===== src/rtl/sp_fifo_ctrl.sv =====
// FIFO controller that drives an external single-port RAM.
// Optional sticky overflow/underflow flags are added when SP_FIFO_CTRL_ERR_FLAG_EN is defined.
module sp_fifo_ctrl #(
    parameter int unsigned DATA_WIDTH    = 8,
    parameter int unsigned ADDRESS_WIDTH = 10,
    parameter int unsigned MEMORY_DEPTH  = 1024
) (
    input  logic                     clk,
    input  logic                     reset,
    input  logic                     push,
    input  logic [DATA_WIDTH-1:0]    push_data,
    output logic                     push_ready,
    input  logic                     pop,
    output logic [DATA_WIDTH-1:0]    pop_data,
    output logic                     pop_valid,
    output logic                     full,
    output logic                     empty,
    output logic [ADDRESS_WIDTH:0]   count,
    output logic [ADDRESS_WIDTH-1:0] ram_address,
    output logic [DATA_WIDTH-1:0]    ram_data_in,
    output logic                     ram_wr,
    output logic                     ram_rd,
    input  logic [DATA_WIDTH-1:0]    ram_out
`ifdef SP_FIFO_CTRL_ERR_FLAG_EN
    ,
    output logic                     overflow,
    output logic                     underflow
`endif
);

    localparam logic [ADDRESS_WIDTH-1:0] PtrLast   = ADDRESS_WIDTH'(MEMORY_DEPTH - 1);
    localparam logic [ADDRESS_WIDTH-1:0] PtrOne    = ADDRESS_WIDTH'(1);
    localparam logic [ADDRESS_WIDTH:0]   CountFull = (ADDRESS_WIDTH + 1)'(MEMORY_DEPTH);
    localparam logic [ADDRESS_WIDTH:0]   CountOne  = (ADDRESS_WIDTH + 1)'(1);

    typedef enum logic [1:0] {StIdle, StWrite, StRead} state_e;

    state_e                   r_state;
    logic [ADDRESS_WIDTH-1:0] r_rd_ptr;
    logic [ADDRESS_WIDTH-1:0] r_wr_ptr;

    state_e                   w_state_next;
    logic [ADDRESS_WIDTH-1:0] w_rd_ptr_next;
    logic [ADDRESS_WIDTH-1:0] w_wr_ptr_next;
    logic [ADDRESS_WIDTH:0]   w_count_next;
    logic                     w_full_next;
    logic                     w_empty_next;
    logic [DATA_WIDTH-1:0]    w_pop_data_next;
    logic                     w_pop_valid_next;
    logic [ADDRESS_WIDTH-1:0] w_ram_address_next;
    logic [DATA_WIDTH-1:0]    w_ram_data_in_next;
    logic                     w_ram_wr_next;
    logic                     w_ram_rd_next;
    logic                     w_pop_accept;

    // Pop wins over a simultaneous push; the push waits for the next idle cycle.
    assign w_pop_accept = (r_state == StIdle) && pop && !empty;
    assign push_ready   = (r_state == StIdle) && !full && !(pop && !empty);

    always_comb begin
        w_state_next       = r_state;
        w_rd_ptr_next      = r_rd_ptr;
        w_wr_ptr_next      = r_wr_ptr;
        w_count_next       = count;
        w_pop_data_next    = pop_data;
        w_pop_valid_next   = 1'b0;
        w_ram_address_next = ram_address;
        w_ram_data_in_next = ram_data_in;
        w_ram_wr_next      = 1'b0;
        w_ram_rd_next      = 1'b0;

        case (r_state)
            StIdle: begin
                if (w_pop_accept) begin
                    w_state_next       = StRead;
                    w_ram_address_next = r_rd_ptr;
                    w_ram_rd_next      = 1'b1;
                end else if (push && push_ready) begin
                    w_state_next       = StWrite;
                    w_ram_address_next = r_wr_ptr;
                    w_ram_data_in_next = push_data;
                    w_ram_wr_next      = 1'b1;
                end
            end
            StWrite: begin
                w_state_next  = StIdle;
                w_wr_ptr_next = (r_wr_ptr == PtrLast) ? '0 : r_wr_ptr + PtrOne;
                w_count_next  = count + CountOne;
            end
            StRead: begin
                w_state_next     = StIdle;
                w_pop_data_next  = ram_out;
                w_pop_valid_next = 1'b1;
                w_rd_ptr_next    = (r_rd_ptr == PtrLast) ? '0 : r_rd_ptr + PtrOne;
                w_count_next     = count - CountOne;
            end
            default: begin
                w_state_next = StIdle;
            end
        endcase

        w_full_next  = (w_count_next == CountFull);
        w_empty_next = (w_count_next == '0);
    end

    always_ff @(posedge clk) begin
        if (reset) begin
            r_state     <= StIdle;
            r_rd_ptr    <= '0;
            r_wr_ptr    <= '0;
            count       <= '0;
            full        <= 1'b0;
            empty       <= 1'b1;
            pop_data    <= '0;
            pop_valid   <= 1'b0;
            ram_address <= '0;
            ram_data_in <= '0;
            ram_wr      <= 1'b0;
            ram_rd      <= 1'b0;
        end else begin
            r_state     <= w_state_next;
            r_rd_ptr    <= w_rd_ptr_next;
            r_wr_ptr    <= w_wr_ptr_next;
            count       <= w_count_next;
            full        <= w_full_next;
            empty       <= w_empty_next;
            pop_data    <= w_pop_data_next;
            pop_valid   <= w_pop_valid_next;
            ram_address <= w_ram_address_next;
            ram_data_in <= w_ram_data_in_next;
            ram_wr      <= w_ram_wr_next;
            ram_rd      <= w_ram_rd_next;
        end
    end

`ifdef SP_FIFO_CTRL_ERR_FLAG_EN
    // Sticky until reset.
    always_ff @(posedge clk) begin
        if (reset) begin
            overflow  <= 1'b0;
            underflow <= 1'b0;
        end else begin
            if ((r_state == StIdle) && push && full) begin
                overflow <= 1'b1;
            end
            if ((r_state == StIdle) && pop && empty) begin
                underflow <= 1'b1;
            end
        end
    end
`endif

endmodule


===== config.mk =====
export PLATFORM = sky130hd
export DESIGN_NAME = sp_fifo_ctrl
export DESIGN_NICKNAME = d
export VERILOG_FILES = /design/src/rtl/sp_fifo_ctrl.sv
export SDC_FILE = /design/constraint.sdc
export NUM_CORES = 1
export LEC_CHECK = 0
export ABC_AREA = 1
export ABC_CLOCK_PERIOD_IN_PS = 3800
export BUFFER_PORTS_ARGS = -buffer_cell sky130_fd_sc_hd__buf_2
export CAP_MARGIN = 5
export CORE_UTILIZATION = 40
export DETAILED_ROUTE_END_ITERATION = 12
export PLACE_DENSITY = 0.71
export SLEW_MARGIN = 20
export SYNTH_ARGS = -nofsm -noshare
export SYNTH_HDL_FRONTEND = slang
export SYNTH_SLANG_ARGS = --single-unit

===== constraint.sdc =====
create_clock -name clk -period 3.8 [get_ports clk]
set_clock_uncertainty 0.1 [all_clocks]
set_input_delay 1.14 -clock clk [delete_from_list [all_inputs] [get_ports clk]]
set_output_delay 1.14 -clock clk [all_outputs]
set_load 0.02 [all_outputs]

# Yosys cells after proc, flatten, opt, wreduce, memory -nomap -nowiden
# Index checks and enable logic that the tools add are counted.
# W data, S select, Z words.
# op_classes
div_mod_pow	0
n_reduce_logical	16
magnitude_cmp	0
multipliers	0
bitwise	2
addsub	4
n_eq_ne	5
shifts	0
n_mux	10
# ops
op	n
$mux W10	4
$pmux W11 S2	1
$add A10 B1 Y10 const B	2
$eq A10 B10 Y1 const B	2
$add A11 B1 Y11 const B	1
$eq A11 B11 Y1 const B	1
$logic_not A11 Y1	1
$sub A11 B1 Y11 const B	1
$logic_and A1 B1 Y1	6
$mux W2	2
$logic_not A1 Y1	3
$mux W1	3
$reduce_and A3 Y1	1
$reduce_or A3 Y1	1
$eq A2 B1 Y1 const B	1
$eq A2 B2 Y1 const B	1
$logic_not A2 Y1	1
$not A1 Y1	2
$reduce_and A2 Y1	1
$reduce_bool A2 Y1	1
$reduce_or A2 Y1	1
# totals
mem_bits_ro	0
register_bits	64
latch_bits	0
input_bits	20
wordCells	50
n_memories	0
output_inout_bits	43
mem_bits_rw	0

# Longest topological paths before layout
# Gate-level depths: netlist of the first run.
# logic_depth
ltp_word	7
mapped_depth	21
mapped_depth_nobuf	19

# Worst setup path before layout of the first run
# No wires, ideal clock.
# synth_timing
path_kind	input port to output port
start	input port pop
end	output port push_ready
n_path_buf	0
required_ns	2.560
cell_stages	3
setup_slack_ns	0.960
arrival_time_ns	1.600
path_cell_list	inv_1 > nor2_1 > nor3_4
# synth_between
elab_chain_len	3
# synth_rtl
element	line	text
from (decl)	13	input logic pop,
$logic_and A1 B1 Y1	58	assign push_ready = (r_state == StIdle) && !full && !(pop && !empty);
$logic_not A1 Y1	58	
$logic_and A1 B1 Y1	58	
to (decl)	12	output logic push_ready,
# No other way between the ends.

# Final worst setup path of the first run
# Ends and elaborated chain as after synthesis.

==> results.cfg, run 1 <==
[pwr]
power.density_cell_area_nw_per_um2 = 631
vdd_drop_max_mv = 0.253
leakagePower_nw = 1.85

[die]
placeableCoreArea_um2 = 7890
rows = 32
io_pins = 63
initial_core_util_pct = 42.2
chipWidth_um = 93.2
die_area_um2 = 8690
chipHeight_um = 93.2

[worst_setup_path]
slowest_stage = sky130_fd_sc_hd__nor3_4
crit_path_cell_trace = buf_2 -> inv_1 -> nor2_1 -> nor3_4 -> buf_2
kind_of_cell_adding_the_most_delay_to_the_critical_path = buffers and inverters
cp.required_ns = 2.56
highest_cell_delay_on_the_worst_timing_path_ns = 0.28
critPathBufInv = 3
timing.critical_path.arrival_ns = 1.86
critPathMaxFanout = 10
cp-end-kind = primary output
crit_type = input pin to primary output
path_common_cell = sky130_fd_sc_hd__buf_2
start_kind = input pin

[run_status]
status = complete, no violations

[clocking]
cts.root.buffer_cell = sky130_fd_sc_hd__clkbuf_8
numCtsBuffers = 9
htree_levels = 3
clk_latency_ns = 0.34
worst_setup_hold_path_clk_slew_ns = 0.07
cts.sinks = 64
post_cts_buffers = 0
quantity_of_hold_fixing_buffers_added_after_cts = 0
cts_tree = yes
cts_resized = 0
clock_tree.buffer_depth = 2

[finish]
nNetsFinal = 580
syn_to_final_growth_pct = 17.9
antennaDiodeCount = 0
drive_above_1_share_pct = 19.4

[synth]
post_synth_and_or_nand_nor_area_fraction_pct = 35.2
synthDistinctLibCells = 34
synth_top_area_share_pct = 38.5
synth_enable_flop_cells = 0
post_synth_inst_count = 494
synthesis.area_um2 = 3330
async_reset_ff_share_pct = 0
cells_taking_the_most_area_after_synthesis = sky130_fd_sc_hd__dfxtp_1 (39%), sky130_fd_sc_hd__nand2_1 (15%), sky130_fd_sc_hd__nor2_1 (6.8%)
synth_top_family_by_area = simple AND/OR/NAND/NOR gates
synth_sequential_area_ratio_pct = 38.5
synth.top_cells.by_count = sky130_fd_sc_hd__nand2_1 (129), sky130_fd_sc_hd__dfxtp_1 (64), sky130_fd_sc_hd__nor2_1 (60)
yosys_most_used_dff = sky130_fd_sc_hd__dfxtp_1
post_synth_fa_ha_maj_area_fraction_pct = 2.63
synthesized_area_fraction_occupied_by_ao_oa_aoi_and_oai_cells_pct = 12.4
netlist.top_cell.by_area = sky130_fd_sc_hd__dfxtp_1
avgSynthCellArea_um2 = 6.73
synth-xor-area-share_pct = 1.84
cell_with_the_most_instances_after_synthesis = sky130_fd_sc_hd__nand2_1
post_synth_mux_area_share_pct = 0
synth_warnings = 0
postSynthRegisterBits = 64
post_synthesis_net_count = 521

[global_route]
wire_length_of_the_first_global_routing_pass_mm = 13.5
gr-usage-all-layers_pct = 19.5
gr-total-overflow = 0
via_count_of_the_first_global_routing_pass = 3093
grt_start_max_net_pins = 30
grt_antenna_before_repair = 0

[timing]
finalHoldWorstSlack_ns = 0.364
final.period_utilization_pct = 81.7
report.final.setup_viol = 0
rsz0062_at_grt = false
hold_viol = 0
fmaxAchievable_mhz = 322
report.final.slew_viol_count = 0
setup_total_negative_slack_ns = 0
timing.max_slew.rel_slack_pct = 57.2
min_period_ns = 3.10
timing_worst_slew_pin_value_ns = 0.642

[job]
max_cap_viol_count = 0

[route]
routedWlPerCell_um = 11.9
vias = 3272
final_antenna_net_count = 0
route.detailed.drc = 0
totalWireLength_mm = 7.86
route.detailed.vias_per_inst = 4.96
detailedRoute.firstIterationViolations = 152
first_pass_iters = 4

[hold_path]
hold_path_class = flip-flop to flip-flop

[place]
port_buffers = 62
gpl.final_weighted_congestion = 0.881
hpwl_mm = 5.82
worst paths after layout:
check | from | end | slack [ns] | depth (start not counted)
setup reg to reg | r_state[0]$_SDFFE_PP0P_ | full$_SDFF_PP0_ | 1.18 | 18
hold reg to reg | ram_data_in[0]$_SDFFE_PP0P_ | ram_data_in[0]$_SDFFE_PP0P_ | 0.36 | 2
hold / removal | ram_data_in[0]$_SDFFE_PP0P_ | ram_data_in[0]$_SDFFE_PP0P_ | 0.36 | 2
setup / recovery | pop | push_ready | 0.70 | 5
cell usage in the layout, fill, tap and decap left out, drive strengths merged:
cell type and n:
o21bai 4, inv 56, nand2 136, nor3 9, dfxtp 64, xor2 5
bufinv 2, o21ai 27, a21oi 30, nor2 69, clkinv 5, xnor2 2
nor3b 1, a211oi 2, buf 67, nand4 8, o21a 1, or2 1
clkbuf 9, a31oi 10, nand3 42, or3 1, ha 7
report_power, final:
part / switching [mW] / internal (mW)
clock: 0.274 / 0.370
sequential: 0.0898 / 0.786
combinational: 0.645 / 0.307
metal layers:
layer | global-route usage, % | vias to the layer above | share of wire, %
li1 | - | 1706 | -
met1 | 24.3 | 1470 | 47
met2 | 33.2 | 86 | 46
met3 | 3.33 | 10 | 5.7
met4 | 7.69 | 0 | 1.2
met5 | 0 | - | 0
final cells by class:
| cell class | count | area, um^2 |
|---|---|---|
| fillers | 812 | 3970 |
| multi-input cells | 355 | 1730 |
| flip-flops and latches | 64 | 1280 |
| repair buffers | 67 | 348 |
| inverters | 56 | 213 |
| well taps | 102 | 128 |
| clock buffers | 9 | 124 |
| clock inverters | 7 | 96.3 |
sequential cells by signal, indices dropped and copies added (netlist names):
signal	count
count	11
r_wr_ptr	10
ram_wr	1
ram_data_in	8
full	1
pop_data	8
empty	1
ram_rd	1
r_state	2
pop_valid	1
r_rd_ptr	10
ram_address	10
worst min-delay path, cell delays in order, from the launching register on:
cell and delay, ns:
sky130_fd_sc_hd__dfxtp_1 0.31, sky130_fd_sc_hd__nand2_1 0.06, sky130_fd_sc_hd__a21oi_1 0.05
metrics by stage:
stage | cell area, um^2 | std cells | worst slack [ns] | total power, mW | utilization (%)
detailed placement | 3700 | 644 | 0.698 | 1.85 | 46.9
CTS | 3920 | 660 | 0.696 | 2.50 | 49.7
global route | 3920 | 660 | 0.643 | 2.64 | 49.7
finish | 3920 | 660 | 0.696 | 2.47 | 49.7
global placement | 3700 | 644 | 0.711 | 1.83 | 46.9
floorplan | 3330 | 494 | 0.960 | 1.60 | -
cells by family after synthesis:
family                     Yosys count
and+or+nand+nor                    267
DFF                                 64
buffers and inverters               75
xor gates and xnor gates             7
adders and majority gates            7
AOI/OAI and AO/OA                   74
Power figures use the tool's default switching activity.
==> run 2, diff against run 1 <==
--- a/config.mk
+++ b/config.mk
@@ -5,8 +5,8 @@
 export SDC_FILE = /design/constraint.sdc
 export NUM_CORES = 1
 export LEC_CHECK = 0
-export ABC_AREA = 1
-export ABC_CLOCK_PERIOD_IN_PS = 3800
+export ABC_AREA = 0
+export ABC_CLOCK_PERIOD_IN_PS = 3200
 export BUFFER_PORTS_ARGS = -buffer_cell sky130_fd_sc_hd__buf_2
 export CAP_MARGIN = 5
 export CORE_UTILIZATION = 40
==> constraint.sdc (replaced) <==
create_clock -name clk -period 3.2 [get_ports clk]
set_clock_uncertainty 0.1 [all_clocks]
set_input_delay 0.96 -clock clk [delete_from_list [all_inputs] [get_ports clk]]
set_output_delay 0.96 -clock clk [all_outputs]
set_load 0.02 [all_outputs]
==> run 2 against run 1 <==
  * Global-route usage fell by 1.1 points
  * Combinational power is 7.0% lower
  * Final area is 1.8% lower
  * Critical path type is now flip-flop to flip-flop
  * Largest cell class unchanged
  * Highest routed layer unchanged
==> results.cfg, run 2 <==
[die]
io_pins = 63
chipHeight_um = 92.9
chipWidth_um = 92.9
rows = 32
placeableCoreArea_um2 = 7850
initial_core_util_pct = 42.1
die_area_um2 = 8640

[global_route]
via_count_of_the_first_global_routing_pass = 2773
global_route.peak_usage_layer = met2
use_met2_pct = 29.8
grt_antenna_before_repair = 0
grt_start_max_net_pins = 38
global_route.usage.met1_pct = 24.4
wire_length_of_the_first_global_routing_pass_mm = 12.8
gr-usage-met3_pct = 3.53
gr-usage-all-layers_pct = 18.3
gr-total-overflow = 0

[clocking]
quantity_of_hold_fixing_buffers_added_after_cts = 0
cts_tree = yes
cts_resized = 0
clock_tree.buffer_depth = 2
cts.sinks = 64
htree_levels = 3
numCtsBuffers = 9
clk_latency_ns = 0.33
cts.root.buffer_cell = sky130_fd_sc_hd__clkbuf_8
post_cts_buffers = 0
worst_setup_hold_path_clk_slew_ns = 0.07

[run_status]
status = complete, no violations

[synth]
synth_top_area_share_pct = 38.7
netlist.top_cell.by_area = sky130_fd_sc_hd__dfxtp_1
synth.top_cells.by_count = sky130_fd_sc_hd__nor2_1 (68), sky130_fd_sc_hd__dfxtp_1 (64), sky130_fd_sc_hd__mux2i_1 (29)
yosys_most_used_dff = sky130_fd_sc_hd__dfxtp_1
cell_with_the_most_instances_after_synthesis = sky130_fd_sc_hd__nor2_1
avgSynthCellArea_um2 = 8.52
synthDistinctLibCells = 60
synth_enable_flop_cells = 0
synthesis.area_um2 = 3310
cells_taking_the_most_area_after_synthesis = sky130_fd_sc_hd__dfxtp_1 (39%), sky130_fd_sc_hd__mux2i_1 (8.8%), sky130_fd_sc_hd__nor2_1 (7.7%)
post_synth_inst_count = 388
synth_warnings = 0
synth_sequential_area_ratio_pct = 38.7
postSynthRegisterBits = 64
post_synthesis_net_count = 415
async_reset_ff_share_pct = 0

[finish]
register_area_um2 = 1280
filler_cell_count = 753
syn_to_final_growth_pct = 16.5
multiInputGateArea_um2 = 1860
drive_above_1_share_pct = 20.4
largest_register = count
nNetsFinal = 468
mostFrequentLayoutCells = sky130_fd_sc_hd__nor2_1 (68), sky130_fd_sc_hd__dfxtp_1 (64), sky130_fd_sc_hd__buf_2 (62), sky130_fd_sc_hd__mux2i_1 (29), sky130_fd_sc_hd__nand2_1 (27)
antennaDiodeCount = 0
mostFrequentLayoutCell = sky130_fd_sc_hd__nor2_1
max_ffs_per_register = 11

[worst_setup_path]
critPathMaxFanout = 37
rr_worst_depth = 10
highest_cell_delay_on_the_worst_timing_path_ns = 0.43
path_common_cell = sky130_fd_sc_hd__a21oi_1
kind_of_cell_adding_the_most_delay_to_the_critical_path = compound AO/OA/AOI/OAI gates
crit_path_cell_trace = inv_1 -> ha_1 -> buf_4 -> or3b_1 -> o32ai_1 -> a21oi_1 -> xnor2_1 -> a21oi_1 -> a311o_1 -> nor4_2
crit_type = flip-flop to flip-flop
slowest_stage = sky130_fd_sc_hd__or3b_1
cp-end-kind = flip-flop
start_kind = flip-flop
timing.critical_path.arrival_ns = 2.99
cp.required_ns = 3.34
timing.rr.end = full$_SDFF_PP0_
regToRegSetupSlack_ns = 0.35
reg2reg_from = r_state[0]$_SDFFE_PP0P_
critPathBufInv = 2

[timing]
finalHoldWorstSlack_ns = 0.400
timing.max_slew.rel_slack_pct = 50.0
hold_viol = 0
rsz0062_at_grt = false
report.final.slew_viol_count = 0
fmaxAchievable_mhz = 351
timing_worst_slew_pin_value_ns = 0.751
report.final.setup_viol = 0
final.period_utilization_pct = 89.1
min_period_ns = 2.85
setup_total_negative_slack_ns = 0
postLayoutSetupSlackWorst_ns = 0.350

[pwr]
leakagePower_nw = 1.70
vdd_drop_max_mv = 0.271
power.density_cell_area_nw_per_um2 = 653

[hold_path]
hold_path_class = flip-flop to flip-flop
hold_path.startpoint = ram_data_in[7]$_SDFFE_PP0P_
whs_path_depth = 2
worstHoldEndpoint = ram_data_in[7]$_SDFFE_PP0P_

[route]
final_antenna_net_count = 0
first_pass_iters = 4
routedWlPerCell_um = 13.9
detailedRoute.firstIterationViolations = 257
vias = 2925
route.detailed.drc = 0
route.detailed.vias_per_inst = 5.34
totalWireLength_mm = 7.64

[place]
hpwl_mm = 5.17
port_buffers = 62
gpl.final_weighted_congestion = 0.809
pre_cts_slack_ns = 0.418

[job]
max_cap_viol_count = 0
[run 2: cell count changes after synthesis, moves of 16 or more]
cell	change
sky130_fd_sc_hd__inv_1	-42
sky130_fd_sc_hd__mux2i_1	+29
sky130_fd_sc_hd__nand2_1	-102
sky130_fd_sc_hd__nand3_1	-31
sky130_fd_sc_hd__o21ai_0	-16
[run 2: worst max-delay path by stage]
stage	cells after the start	slack, ns	from	to
floorplan	13	0.21	r_state[0]$_SDFFE_PP0P_	full$_SDFF_PP0_
global placement	4	0.50	pop	push_ready
detailed placement	10	0.42	r_state[0]$_SDFFE_PP0P_	full$_SDFF_PP0_
CTS	10	0.39	r_state[0]$_SDFFE_PP0P_	full$_SDFF_PP0_
global route	11	0.17	r_state[0]$_SDFFE_PP0P_	empty$_SDFF_PP1_
finish	10	0.35	r_state[0]$_SDFFE_PP0P_	full$_SDFF_PP0_
[run 2: final cells by class]
cell class | count | area share [%]
sequential | 64 | 33.3
clock buffer | 12 | 3.77
inverter | 12 | 1.17
timing repair buffer | 69 | 9.42
multi-input combinational | 285 | 48.3
tap | 102 | 3.31
clock inverter | 4 | 0.780
[run 2: cell families after synthesis]
kind of cell               count (synthesis)  share of synthesized area [%]
buffers and inverters                     39                           5.03
and+or+nand+nor                          151                           22.6
AOI/OAI and AO/OA                         77                           16.6
muxes                                     29                           8.78
DFF                                       64                           38.7
xor gates and xnor gates                  21                           5.56
adders and majority gates                  7                           2.65
[run 2: report_power, final]
group	total (mW)	internal, mW	switching (mW)	leakage (nW)
logic	0.886	0.355	0.530	1.09
clock network	0.619	0.304	0.315	0.0866
registers	1.01	0.895	0.116	0.520
total	2.51	1.55	0.960	1.70
[run 2: metrics by stage]
| step | area (um^2) | power [mW] | util (%) | std cells |
|---|---|---|---|---|
| finish | 3850 | 2.51 | 49.1 | 548 |
| global route | 3850 | 2.66 | 49.1 | 548 |
| CTS | 3850 | 2.53 | 49.1 | 548 |
| detailed placement | 3680 | 1.91 | 46.8 | 532 |
| global placement | 3680 | 1.89 | 46.8 | 532 |
| floorplan | 3310 | 1.69 | - | 388 |
[run 2: tightest hold or removal path: stages (launching register included)]
cell and delay, ns:
sky130_fd_sc_hd__dfxtp_1 0.33, sky130_fd_sc_hd__mux2i_1 0.07, sky130_fd_sc_hd__nor2_1 0.07
[run 2: metal layers]
layer | share of wire (%) | vias to the layer above
met3 | 4.8 | 4
met5 | 0 | -
met2 | 46 | 82
met4 | 0.77 | 0
met1 | 49 | 1370
li1 | - | 1469
==> run 3, diff against run 2 <==
==> constraint.sdc (replaced) <==
create_clock -name clk -period 3.2 [get_ports clk]
set_clock_uncertainty 0.1 [all_clocks]
set_input_delay 0.96 -clock clk [delete_from_list [all_inputs] [get_ports clk]]
set_output_delay 0.96 -clock clk [all_outputs]
set_load 0.1 [all_outputs]
==> run 3 against run 2 <==
  * Routed wire length shrank 3.6%
  * Worst setup slack worse by 0.054 ns
  * Hold slack worse by 0.011 ns
  * Die area is the same
  * Non-clock buffer count unchanged
  * Maximum frequency fell by 1.9%
  * Sequential share of layout area is 0.55 points lower
  * Clock power up 21%
  * Highest routed layer unchanged
==> results.cfg, run 3 (synthesis results as in run 2) <==
[clocking]
cts.root.buffer_cell = sky130_fd_sc_hd__clkbuf_8
htree_levels = 3
quantity_of_hold_fixing_buffers_added_after_cts = 0
cts_resized = 0
clock_tree.buffer_depth = 2
worst_setup_hold_path_clk_slew_ns = 0.07
cts.sinks = 64
post_cts_buffers = 0
cts_tree = yes
clk_latency_ns = 0.34
numCtsBuffers = 9

[global_route]
via_count_of_the_first_global_routing_pass = 2736
grt_antenna_before_repair = 0
grt_start_max_net_pins = 37
use_met2_pct = 29.0
global_route.peak_usage_layer = met2
wire_length_of_the_first_global_routing_pass_mm = 12.6
gr-total-overflow = 0
global_route.usage.met1_pct = 23.5
gr-usage-met3_pct = 5.67
gr-usage-all-layers_pct = 18.5

[die]
io_pins = 63
rows = 32
chipWidth_um = 92.9
die_area_um2 = 8640
placeableCoreArea_um2 = 7850
initial_core_util_pct = 42.1
chipHeight_um = 92.9

[worst_setup_path]
crit_path_cell_trace = inv_1 -> ha_1 -> xor2_1 -> ha_1 -> or3b_2 -> o211ai_1 -> nor3_1 -> nor4b_1 -> nand4_2 -> nor4_2
highest_cell_delay_on_the_worst_timing_path_ns = 0.46
path_common_cell = sky130_fd_sc_hd__ha_1
slowest_stage = sky130_fd_sc_hd__or3b_2
cp-end-kind = flip-flop
start_kind = flip-flop
critPathMaxFanout = 5
timing.critical_path.arrival_ns = 3.06
cp.required_ns = 3.35
crit_type = flip-flop to flip-flop

[run_status]
status = complete, no violations

[route]
vias = 2935
first_pass_iters = 4
final_antenna_net_count = 0
route.detailed.drc = 0
totalWireLength_mm = 7.36
detailedRoute.firstIterationViolations = 154
route.detailed.vias_per_inst = 5.36
routedWlPerCell_um = 13.4

[finish]
syn_to_final_growth_pct = 18.4
max_ffs_per_register = 11
largest_register = count
drive_above_1_share_pct = 20.4
mostFrequentLayoutCells = sky130_fd_sc_hd__nor2_1 (68), sky130_fd_sc_hd__dfxtp_1 (64), sky130_fd_sc_hd__buf_2 (61), sky130_fd_sc_hd__mux2i_1 (29), sky130_fd_sc_hd__nand2_1 (27)
mostFrequentLayoutCell = sky130_fd_sc_hd__nor2_1
nNetsFinal = 468
fin_util_pct = 49.9
antennaDiodeCount = 0

[pwr]
power.switching_fraction_pct = 46.2
p_comb_share_pct = 45.4
total_switching_power_mw = 1.49
share_clk_of_total_power_pct = 23.3
power.density_cell_area_nw_per_um2 = 824
vdd_drop_max_mv = 0.396
leakagePower_nw = 1.73
totalPowerFinal_mw = 3.23
p_seq_share_pct = 31.3
intPower_mw = 1.74

[timing]
setup_total_negative_slack_ns = 0
hold_viol = 0
min_period_ns = 2.90
final.period_utilization_pct = 90.8
timing_worst_slew_pin_value_ns = 0.646
report.final.setup_viol = 0
timing.max_slew.rel_slack_pct = 56.8
fmaxAchievable_mhz = 344
finalHoldWorstSlack_ns = 0.389
rsz0062_at_grt = false
report.final.slew_viol_count = 0

[hold_path]
hold_path_class = flip-flop to flip-flop

[place]
hpwl_mm = 5.14
port_buffers = 62
gpl.final_weighted_congestion = 0.844

[job]
max_cap_viol_count = 0
[run 3: cell types whose count changed in the layout (fill, tap and decap cells not counted)]
cell / delta
sky130_fd_sc_hd__bufinv_16: +2
sky130_fd_sc_hd__clkinv_4: -2
sky130_fd_sc_hd__buf_12: +1
sky130_fd_sc_hd__buf_2: -1
sky130_fd_sc_hd__clkbuf_1: +1
sky130_fd_sc_hd__clkinvlp_4: -1
sky130_fd_sc_hd__nor3b_1: -1
sky130_fd_sc_hd__nor3b_4: +1
[run 3: layout make-up]
cell class	instances	area [um^2]
clock inverter	3	65.1
clock buffer	13	149
multi-input combinational	285	1870
inverter	12	45.0
tap	102	128
timing repair buffer	69	378
sequential	64	1280
fill	768	3930
[run 3: stage by stage]
stage / cells / instance area (um^2) / setup slack (ns)
floorplan: 388 / 3320 / 0.000846
global placement: 532 / 3700 / 0.475
detailed placement: 532 / 3700 / 0.353
CTS: 548 / 3920 / 0.330
global route: 548 / 3920 / 0.115
finish: 548 / 3920 / 0.295
[run 3: power by group through the flow]
stage	Clock (mW)	Sequential, mW	Combinational, mW
finish	0.752	1.01	1.47
global route	0.813	1.03	1.55
CTS	0.777	1.01	1.47
detailed placement	0	1.03	1.46
global placement	0	1.03	1.45
floorplan	0	1.58	0.664
[run 3: routing by layer]
| layer | routed length (um) | vias to the layer above |
|---|---|---|
| li1 | - | 1472 |
| met1 | 3530 | 1362 |
| met2 | 3330 | 91 |
| met3 | 392 | 10 |
| met4 | 110 | 0 |
| met5 | 0 | - |
[run 3: path summary, 6_finish.rpt]
kind	startpoint	endpoint	slack, ns	cells past startpoint
setup / recovery	r_state[0]$_SDFFE_PP0P_	full$_SDFF_PP0_	0.30	10
hold / removal	ram_data_in[1]$_SDFFE_PP0P_	ram_data_in[1]$_SDFFE_PP0P_	0.39	2
setup reg to reg	r_state[0]$_SDFFE_PP0P_	full$_SDFF_PP0_	0.30	10
hold reg to reg	ram_data_in[1]$_SDFFE_PP0P_	ram_data_in[1]$_SDFFE_PP0P_	0.39	2
[run 3: worst max-delay path, delay by kind of cell, from the launching register on]
| family | cells | cell delay [ns] |
|---|---|---|
| xor+xnor | 1 | 0.18 |
| buf+inv | 1 | 0.09 |
| compound gates | 1 | 0.13 |
| fa+ha+maj | 2 | 0.52 |
| flops | 1 | 0.36 |
| simple gates | 5 | 1.45 |
